## config.mk

```make
export PLATFORM = sky130hd
export DESIGN_NAME = lif_scheduler
export DESIGN_NICKNAME = d
export VERILOG_FILES = /design/src/rtl/lif_scheduler.sv
export SDC_FILE = /design/constraint.sdc
export NUM_CORES = 1
export LEC_CHECK = 0
export CAP_MARGIN = 20
export CORE_MARGIN = 2
export CORE_UTILIZATION = 53
export CTS_CLUSTER_DIAMETER = 150
export DETAILED_ROUTE_END_ITERATION = 16
export PLACE_DENSITY = 0.82
export SLEW_MARGIN = 25
export SYNTH_ARGS = -nofsm -noshare
export SYNTH_HDL_FRONTEND = slang
export SYNTH_SLANG_ARGS = --single-unit
export TNS_END_PERCENT = 30
```

## constraint.sdc

```tcl
create_clock -name clk -period 3.8 [get_ports clk]
set_input_delay 0.57 -clock clk [delete_from_list [all_inputs] [get_ports clk]]
set_output_delay 0.57 -clock clk [all_outputs]
set_load 0.02 [all_outputs]
```

## src/rtl/lif_scheduler.sv

```systemverilog
`timescale 1ns/1ps
// lif_scheduler
// Shares one leaky-integrate-and-fire update datapath across N_NEURONS
// virtual neurons. A start request in IDLE launches a timestep sweep that
// updates one neuron per cycle. The resulting spike vector is then held on
// a valid/ready output until the consumer accepts it.
//
// Ports:
//   clk, rst_n           clock (rising edge), asynchronous active-low reset
//   cur_wr_en/addr/data  write port for the per-neuron input-current registers
//   clear                zero all membrane potentials (IDLE only)
//   start                request one timestep sweep (IDLE only)
//   busy                 high while a sweep runs or its result is pending
//   out_valid/out_ready  handshake for spike_vec
//   spike_vec            bit i = neuron i fired in the last sweep
//   step_count           number of accepted sweeps, wraps modulo 256
//   rd_sel/rd_state      combinational readout of one membrane register
module lif_scheduler #(
    parameter int N_NEURONS  = 4,
    parameter int WIDTH      = 8,
    parameter int THRESHOLD  = 200,
    parameter int LEAK_SHIFT = 1
) (
    input  logic                         clk,
    input  logic                         rst_n,
    input  logic                         cur_wr_en,
    input  logic [$clog2(N_NEURONS)-1:0] cur_wr_addr,
    input  logic [WIDTH-1:0]             cur_wr_data,
    input  logic                         clear,
    input  logic                         start,
    output logic                         busy,
    output logic                         out_valid,
    input  logic                         out_ready,
    output logic [N_NEURONS-1:0]         spike_vec,
    output logic [7:0]                   step_count,
    input  logic [$clog2(N_NEURONS)-1:0] rd_sel,
    output logic [WIDTH-1:0]             rd_state
);

    localparam int IDX_W = $clog2(N_NEURONS);
    localparam logic [WIDTH-1:0] THR = WIDTH'(THRESHOLD);

    typedef enum logic [1:0] {
        S_IDLE = 2'd0,
        S_RUN  = 2'd1,
        S_HOLD = 2'd2
    } state_t;

    state_t               state_q, state_d;
    logic [IDX_W-1:0]     idx_q, idx_d;
    logic [WIDTH-1:0]     cur_q [N_NEURONS];
    logic [WIDTH-1:0]     cur_d [N_NEURONS];
    logic [WIDTH-1:0]     mem_q [N_NEURONS];
    logic [WIDTH-1:0]     mem_d [N_NEURONS];
    logic [N_NEURONS-1:0] spike_vec_q, spike_vec_d;
    logic [7:0]           step_count_q, step_count_d;

    logic                 last_idx;
    logic                 fire;
    logic [WIDTH-1:0]     mem_sel;
    logic [WIDTH-1:0]     cur_sel;
    logic [WIDTH-1:0]     mem_next;

    // Unsigned add with one guard bit; clamp to all-ones on carry out.
    function automatic logic [WIDTH-1:0] sat_add(input logic [WIDTH-1:0] a,
                                                 input logic [WIDTH-1:0] b);
        logic [WIDTH:0] sum;
        sum = {1'b0, a} + {1'b0, b};
        return sum[WIDTH] ? {WIDTH{1'b1}} : sum[WIDTH-1:0];
    endfunction

    assign last_idx = (idx_q == IDX_W'(N_NEURONS - 1));

    // State register
    always_ff @(posedge clk or negedge rst_n) begin
        if (!rst_n) begin
            state_q      <= S_IDLE;
            idx_q        <= '0;
            spike_vec_q  <= '0;
            step_count_q <= '0;
            for (int i = 0; i < N_NEURONS; i++) begin
                cur_q[i] <= '0;
                mem_q[i] <= '0;
            end
        end else begin
            state_q      <= state_d;
            idx_q        <= idx_d;
            spike_vec_q  <= spike_vec_d;
            step_count_q <= step_count_d;
            for (int i = 0; i < N_NEURONS; i++) begin
                cur_q[i] <= cur_d[i];
                mem_q[i] <= mem_d[i];
            end
        end
    end

    // Next-state logic
    always_comb begin
        state_d = state_q;
        case (state_q)
            S_IDLE:  if (start)     state_d = S_RUN;
            S_RUN:   if (last_idx)  state_d = S_HOLD;
            S_HOLD:  if (out_ready) state_d = S_IDLE;
            default:                state_d = S_IDLE;
        endcase
    end

    // Outputs decoded from state
    always_comb begin
        busy      = (state_q != S_IDLE);
        out_valid = (state_q == S_HOLD);
    end

    // Shared neuron update; a firing neuron resets and drops this step's current.
    always_comb begin
        mem_sel  = mem_q[idx_q];
        cur_sel  = cur_q[idx_q];
        fire     = (mem_sel >= THR);
        mem_next = fire ? '0 : sat_add(mem_sel >> LEAK_SHIFT, cur_sel);
    end

    // Register-file and counter updates
    always_comb begin
        cur_d        = cur_q;
        mem_d        = mem_q;
        idx_d        = idx_q;
        spike_vec_d  = spike_vec_q;
        step_count_d = step_count_q;

        // The update in RUN reads cur_q, so a same-cycle write lands for the next sweep.
        if (cur_wr_en) cur_d[cur_wr_addr] = cur_wr_data;

        case (state_q)
            S_IDLE: begin
                // clear and start together: the sweep starts from zeroed membranes.
                if (clear) begin
                    for (int i = 0; i < N_NEURONS; i++) mem_d[i] = '0;
                end
                if (start) idx_d = '0;
            end
            S_RUN: begin
                mem_d[idx_q]       = mem_next;
                spike_vec_d[idx_q] = fire;
                idx_d              = idx_q + IDX_W'(1);
            end
            S_HOLD: begin
                if (out_ready) step_count_d = step_count_q + 8'd1;
            end
            default: ;
        endcase
    end

    assign spike_vec  = spike_vec_q;
    assign step_count = step_count_q;
    assign rd_state   = mem_q[rd_sel];

endmodule

```

==> results of run 1 <==
## flip-flops by register name (all words and copies together), names as in the netlist
signal and count:
spike_vec 4, idx_q 2, state_q 2, mem_q 32
cur_q 32, step_count 8
## layer usage
layer / track usage / share of wire / wire, um
met5: 0 / 0 / 0
met2: 0.361 / 0.51 / 4470
met4: 0.106 / 0.025 / 217
met3: 0.0386 / 0.038 / 334
met1: 0.312 / 0.43 / 3740
## report_power, final
part	switching [mW]	internal, mW
Sequential	0.180	1.11
Clock	0.297	0.338
Combinational	1.32	1.01
Total	1.80	2.46
## layout by cell type, fill, tap and decap left out, types with 3 or more instances in the layout
cell / netlist / final
clkdlybuf4s50_1: 0 / 38
nand2_1: 38 / 38
nand3_2: 3 / 3
mux2_2: 33 / 33
o21ai_1: 8 / 8
dfrtp_1: 80 / 80
xor2_1: 3 / 3
mux4_2: 23 / 23
nor2_1: 10 / 10
ha_1: 12 / 12
buf_4: 1 / 5
a21oi_1: 8 / 8
clkbuf_8: 0 / 11
nand3b_1: 4 / 4
o21ai_0: 23 / 23
and2b_1: 3 / 3
inv_1: 4 / 4
xnor2_1: 6 / 6
mux2i_1: 3 / 3
a22o_1: 12 / 12
a21o_1: 7 / 7
nand2b_1: 4 / 4
nand3_1: 8 / 8
## layout make-up
cell class	instances	area, um^2
Fill cell	568	2600
Multi-Input combinational cell	228	2000
Sequential cell	80	2000
Timing Repair Buffer	44	429
Clock buffer	13	159
Tap cell	99	124
Clock inverter	3	40.0
Inverter	4	15.0
## final timing paths
check                                    from       endpoint  slack, ps
worst max-delay path                 idx_q[0]       mem_q[5]        760
max in group asynchronous               rst_n      cur_q[17]       3070
worst min-delay path                    rst_n  step_count[2]        230
worst min register to register  step_count[7]  step_count[7]        480
min in group clk                step_count[7]  step_count[7]        480
worst max register to register       idx_q[0]       mem_q[5]        760
## worst reg2reg max path, stage by stage, from the launching register on
cell and delay [ps]:
dfrtp_1 360, buf_4 210, mux4_2 590, ha_1 420
a21oi_1 330, a21boi_0 140, o21a_1 260, nor3_1 430
o21ai_0 170
## through the flow
step / worst slack, ps / cells / util / hold slack [ps]
after floorplan: 557 / 324 / - / 274
after global placement: 886 / 455 / 0.620 / 457
after detailed placement: 765 / 455 / 0.620 / 465
after CTS: 739 / 471 / 0.647 / 400
after global routing: 520 / 471 / 0.648 / 298
final: 759 / 471 / 0.648 / 227
## kinds of logic (layout without fill, tap and decap cells)
logic type / count (synthesis) / in the layout / synth area share
adders and majority gates: 13 / 13 / 0.0417
xor gates and xnor gates: 9 / 9 / 0.0193
muxes: 59 / 59 / 0.226
buffers and inverters: 16 / 64 / 0.0175
and+or+nand+nor: 82 / 82 / 0.101
DFF: 80 / 80 / 0.491
AOI/OAI and AO/OA: 65 / 65 / 0.104
==> impl_metrics.json, run 1 <==
{
  "outcome": "finished clean",
  "synth_edf_count": 0,
  "worst-slew-pin-transition_ps": 717,
  "synth.ff_latch_count": 80,
  "crit_chain": "buf_4 > mux4_2 > ha_1 > a21oi_1 > a21boi_0 > o21a_1 > nor3_1 > o21ai_0",
  "finClkSkew_ps": 6.42,
  "layout_min_cycle_time_ps": 3040,
  "hold_class": "primary input to asynchronous set/reset pin",
  "p_leak_nw": 2.08,
  "dp_hpwl_mm": 6.27,
  "crit_buf_inv": 1,
  "cp.arrival_ps": 3260,
  "max-clock-path-buffers": 2,
  "antennaDiodeCount": 0,
  "core_area_um2": 7370,
  "critPathTopFamily": "compound AO/OA/AOI/OAI gates",
  "cts_made_buffers": 9,
  "fin_nets": 398,
  "crit_type": "register to register",
  "ys_types": 40,
  "synth_area_per_cell_um2": 12.6,
  "port_buffers": 39,
  "route.final.wire_length_mm": 8.76,
  "pin_count": 40,
  "slowest_stage": "mux4_2",
  "async_flop_share": 1.00,
  "wire_per_inst_um": 18.6,
  "ctsResizeCount": 0,
  "synth.top_cell.area_share": 0.491,
  "yosysWarnings": 0,
  "finalSetupTns_ps": 0,
  "crit_required_ps": 4020,
  "drv_slew": 0,
  "area_growth_pct": 17.1,
  "die_h_um": 91.7,
  "clk_latency_ps": 350,
  "path_depth": 8,
  "netlist_instances": 324,
  "synth.largest_area_cell": "dfrtp_1",
  "power_density_nw_per_um2": 892,
  "grt_max_degree": 81,
  "fmax_ghz": 0.329,
  "grt.total_usage": 0.228,
  "cts_tree": "done",
  "cts_setup_buffers": 0,
  "cts_htree_levels": 3,
  "setup_viol": 0,
  "start_kind": "register",
  "synth_most_common_cell": "dfrtp_1",
  "num_rows": 31,
  "synth_area_leaders": "dfrtp_1 49%, mux4_2 13%, mux2_2 9.1%",
  "die-width_um": 91.7,
  "dr.first_iter.drc_count": 185,
  "netlist_area_um2": 4080,
  "cts_sinks": 80,
  "antenna_found_initial": 0,
  "hold_violations": 0,
  "path_max_fanout": 7,
  "grt_pass1_wl_mm": 14.7,
  "drc": 0,
  "start_util": 0.553,
  "slew_headroom": 0.520,
  "vias": 2811,
  "power_mw": 4.26,
  "cp-end-kind": "register",
  "vias_per_cell": 5.97,
  "rsz0062_at_grt": "no",
  "place.gp.congestion": 0.869,
  "yosysSeqAreaShare": 0.491,
  "grt_pass1_vias": 2929,
  "ir_worst_vdd_mv": 0.447,
  "yosys-top-cells-count": "80 x dfrtp_1, 38 x nand2_1, 33 x mux2_2",
  "final_cell_area_um2": 4770,
  "die-area_um2": 8410,
  "cpPeakStageDelay_ps": 590,
  "drv_cap": 0,
  "drtPass1Iterations": 5,
  "clk_pin_slew_ps": 80,
  "synthFlopType": "dfrtp_1",
  "reg2reg_depth": 8,
  "layout-drive-gt1-share": 0.223,
  "place_area_um2": 4570,
  "holdBufCountCts": 0,
  "overflow": 0,
  "antenna_left": 0,
  "syn_nets": 355,
  "period_share": 0.800,
  "cts-root-buf": "clkbuf_8"
}
Power figures use the tool's default switching activity.
==> run 2, diff against run 1 <==
CORE_UTILIZATION = 52   (was 53)
PLACE_DENSITY = 0.84   (was 0.82)
clock period = 2.53 ns   (was 3.8 ns; I/O delays follow)
==> impl_metrics.json, run 2 (synthesis results as in run 1) <==
{
  "port_buffers": 39,
  "violations": "negative setup slack",
  "cp.arrival_ps": 2960,
  "cts_sinks": 80,
  "grt.total_usage": 0.243,
  "power_mw": 7.91,
  "area_growth_pct": 28.7,
  "cts_htree_levels": 3,
  "layout_common_cells": "79 x dfrtp_1, 36 x nand2_1, 35 x clkdlybuf4s50_1",
  "die_h_um": 92.5,
  "finalSetupTns_ps": -2590,
  "outcome": "finished with violations",
  "critPathTopFamily": "adder cells",
  "p_sw_mw": 3.35,
  "vias_per_cell": 6.01,
  "crit_buf_inv": 1,
  "crit_type": "register to register",
  "p_int_mw": 4.56,
  "die-width_um": 92.5,
  "path_max_fanout": 6,
  "slew_headroom": 0.585,
  "core_area_um2": 7650,
  "rsz0062_at_grt": "yes",
  "dp_hpwl_mm": 6.72,
  "critPathLaunch": "idx_q[0]",
  "start_kind": "register",
  "pwr-share-comb": 0.656,
  "fmax_ghz": 0.367,
  "fin_cells": 502,
  "slowest_stage": "mux4_2",
  "grt_pass1_vias": 3189,
  "cts-root-buf": "clkbuf_8",
  "fin_nets": 429,
  "overflow": 0,
  "drv_cap": 0,
  "p_clk_frac": 0.097,
  "power_density_nw_per_um2": 1510,
  "vias": 3018,
  "start_util": 0.533,
  "reg2reg_depth": 9,
  "final_util": 0.686,
  "num_rows": 32,
  "seq_power_share": 0.247,
  "antenna_found_initial": 0,
  "layout-drive-gt1-share": 0.355,
  "switching_share": 0.424,
  "wire_per_inst_um": 20.0,
  "die-area_um2": 8560,
  "drv_slew": 0,
  "hold_violations": 0,
  "grt_max_degree": 48,
  "antennaDiodeCount": 0,
  "path_depth": 9,
  "cpPeakStageDelay_ps": 530,
  "finClkSkew_ps": 15.5,
  "p_leak_nw": 2.27,
  "crit_chain": "buf_12 > mux4_2 > ha_4 > fa_2 > and2_4 > o2111ai_4 > nand4b_1 > a21boi_4 > a22o_1",
  "grt_pass1_wl_mm": 15.9,
  "max-clock-path-buffers": 2,
  "drc": 0,
  "hold_class": "primary input to asynchronous set/reset pin",
  "crit_required_ps": 2770,
  "drtPass1Iterations": 4,
  "dpl.cell_count": 478,
  "clk_latency_ps": 350,
  "fin_ws_ps": -191,
  "place.gp.congestion": 0.878,
  "antenna_left": 0,
  "ir_worst_vdd_mv": 0.671,
  "clk_pin_slew_ps": 80,
  "cts_made_buffers": 9,
  "setup_viol": 27,
  "dr.first_iter.drc_count": 261,
  "period_share": 1.08,
  "cts_tree": "done",
  "route.final.wire_length_mm": 10.0,
  "layout_min_cycle_time_ps": 2720,
  "r2r_start": "idx_q[0]",
  "worst-slew-pin-transition_ps": 621,
  "final_common_cell": "dfrtp_1",
  "pin_count": 40,
  "cp-end-kind": "register"
}
-- run 2: area by class of cell --
cell class                 count  area (um^2)
clock buffer                  11          131
clock inverter                 2         10.0
fill                         492         2400
inverter                       4         15.0
multi-input combinational    228         2220
sequential                    80         2000
tap                          102          128
timing repair buffer          75          741
-- run 2: final timing paths --
path	endpoint	slack (ps)
min in group clk	step_count[7]	480
setup / recovery	mem_q[30]	-190
hold / removal	step_count[4]	20
setup reg to reg	mem_q[30]	-190
max in group asynchronous	cur_q[26]	1890
hold reg to reg	step_count[7]	480
-- run 2: worst reg2reg max path, delay by kind of cell, from the launching register on --
| kind | cells | cell delay (ps) |
|---|---|---|
| compound gates | 3 | 600 |
| fa+ha+maj | 2 | 600 |
| buf+inv | 1 | 130 |
| flops | 1 | 420 |
| mux | 1 | 530 |
| simple gates | 2 | 320 |
-- run 2: power by group through the flow --
stage               Clock, mW  Sequential (mW)  Combinational [mW]
floorplan                   0             1.91                2.68
global placement            0             1.92                3.93
detailed placement          0             1.96                4.10
CTS                     0.773             1.94                4.49
global route            0.825             2.00                5.50
finish                  0.770             1.95                5.19
-- run 2: through the flow --
stage	hold WS, ps	cell area (um^2)	setup slack, ps
floorplan	83.9	4140	-144
detailed placement	427	4820	-202
CTS	52.8	5110	-130
global route	80.2	5250	-249
global placement	416	4820	-85.9
finish	19.2	5250	-191
-- run 2: what timing repair did --
item,CTS,global route
hold buffers,0,0
setup buffers,6,5
pin swaps,6,11
cloned,1,0
setup endpoints to repair,34,33
gates resized for setup,13,32
-- run 2: metal layers --
metal,vias to the layer above,GRT usage,part of all wire,routed length [um]
li1,1352,-,-,-
met1,1544,0.323,0.41,4110
met2,96,0.395,0.51,5140
met3,26,0.0521,0.049,490
met4,0,0.0896,0.029,287
met5,-,0,0,0
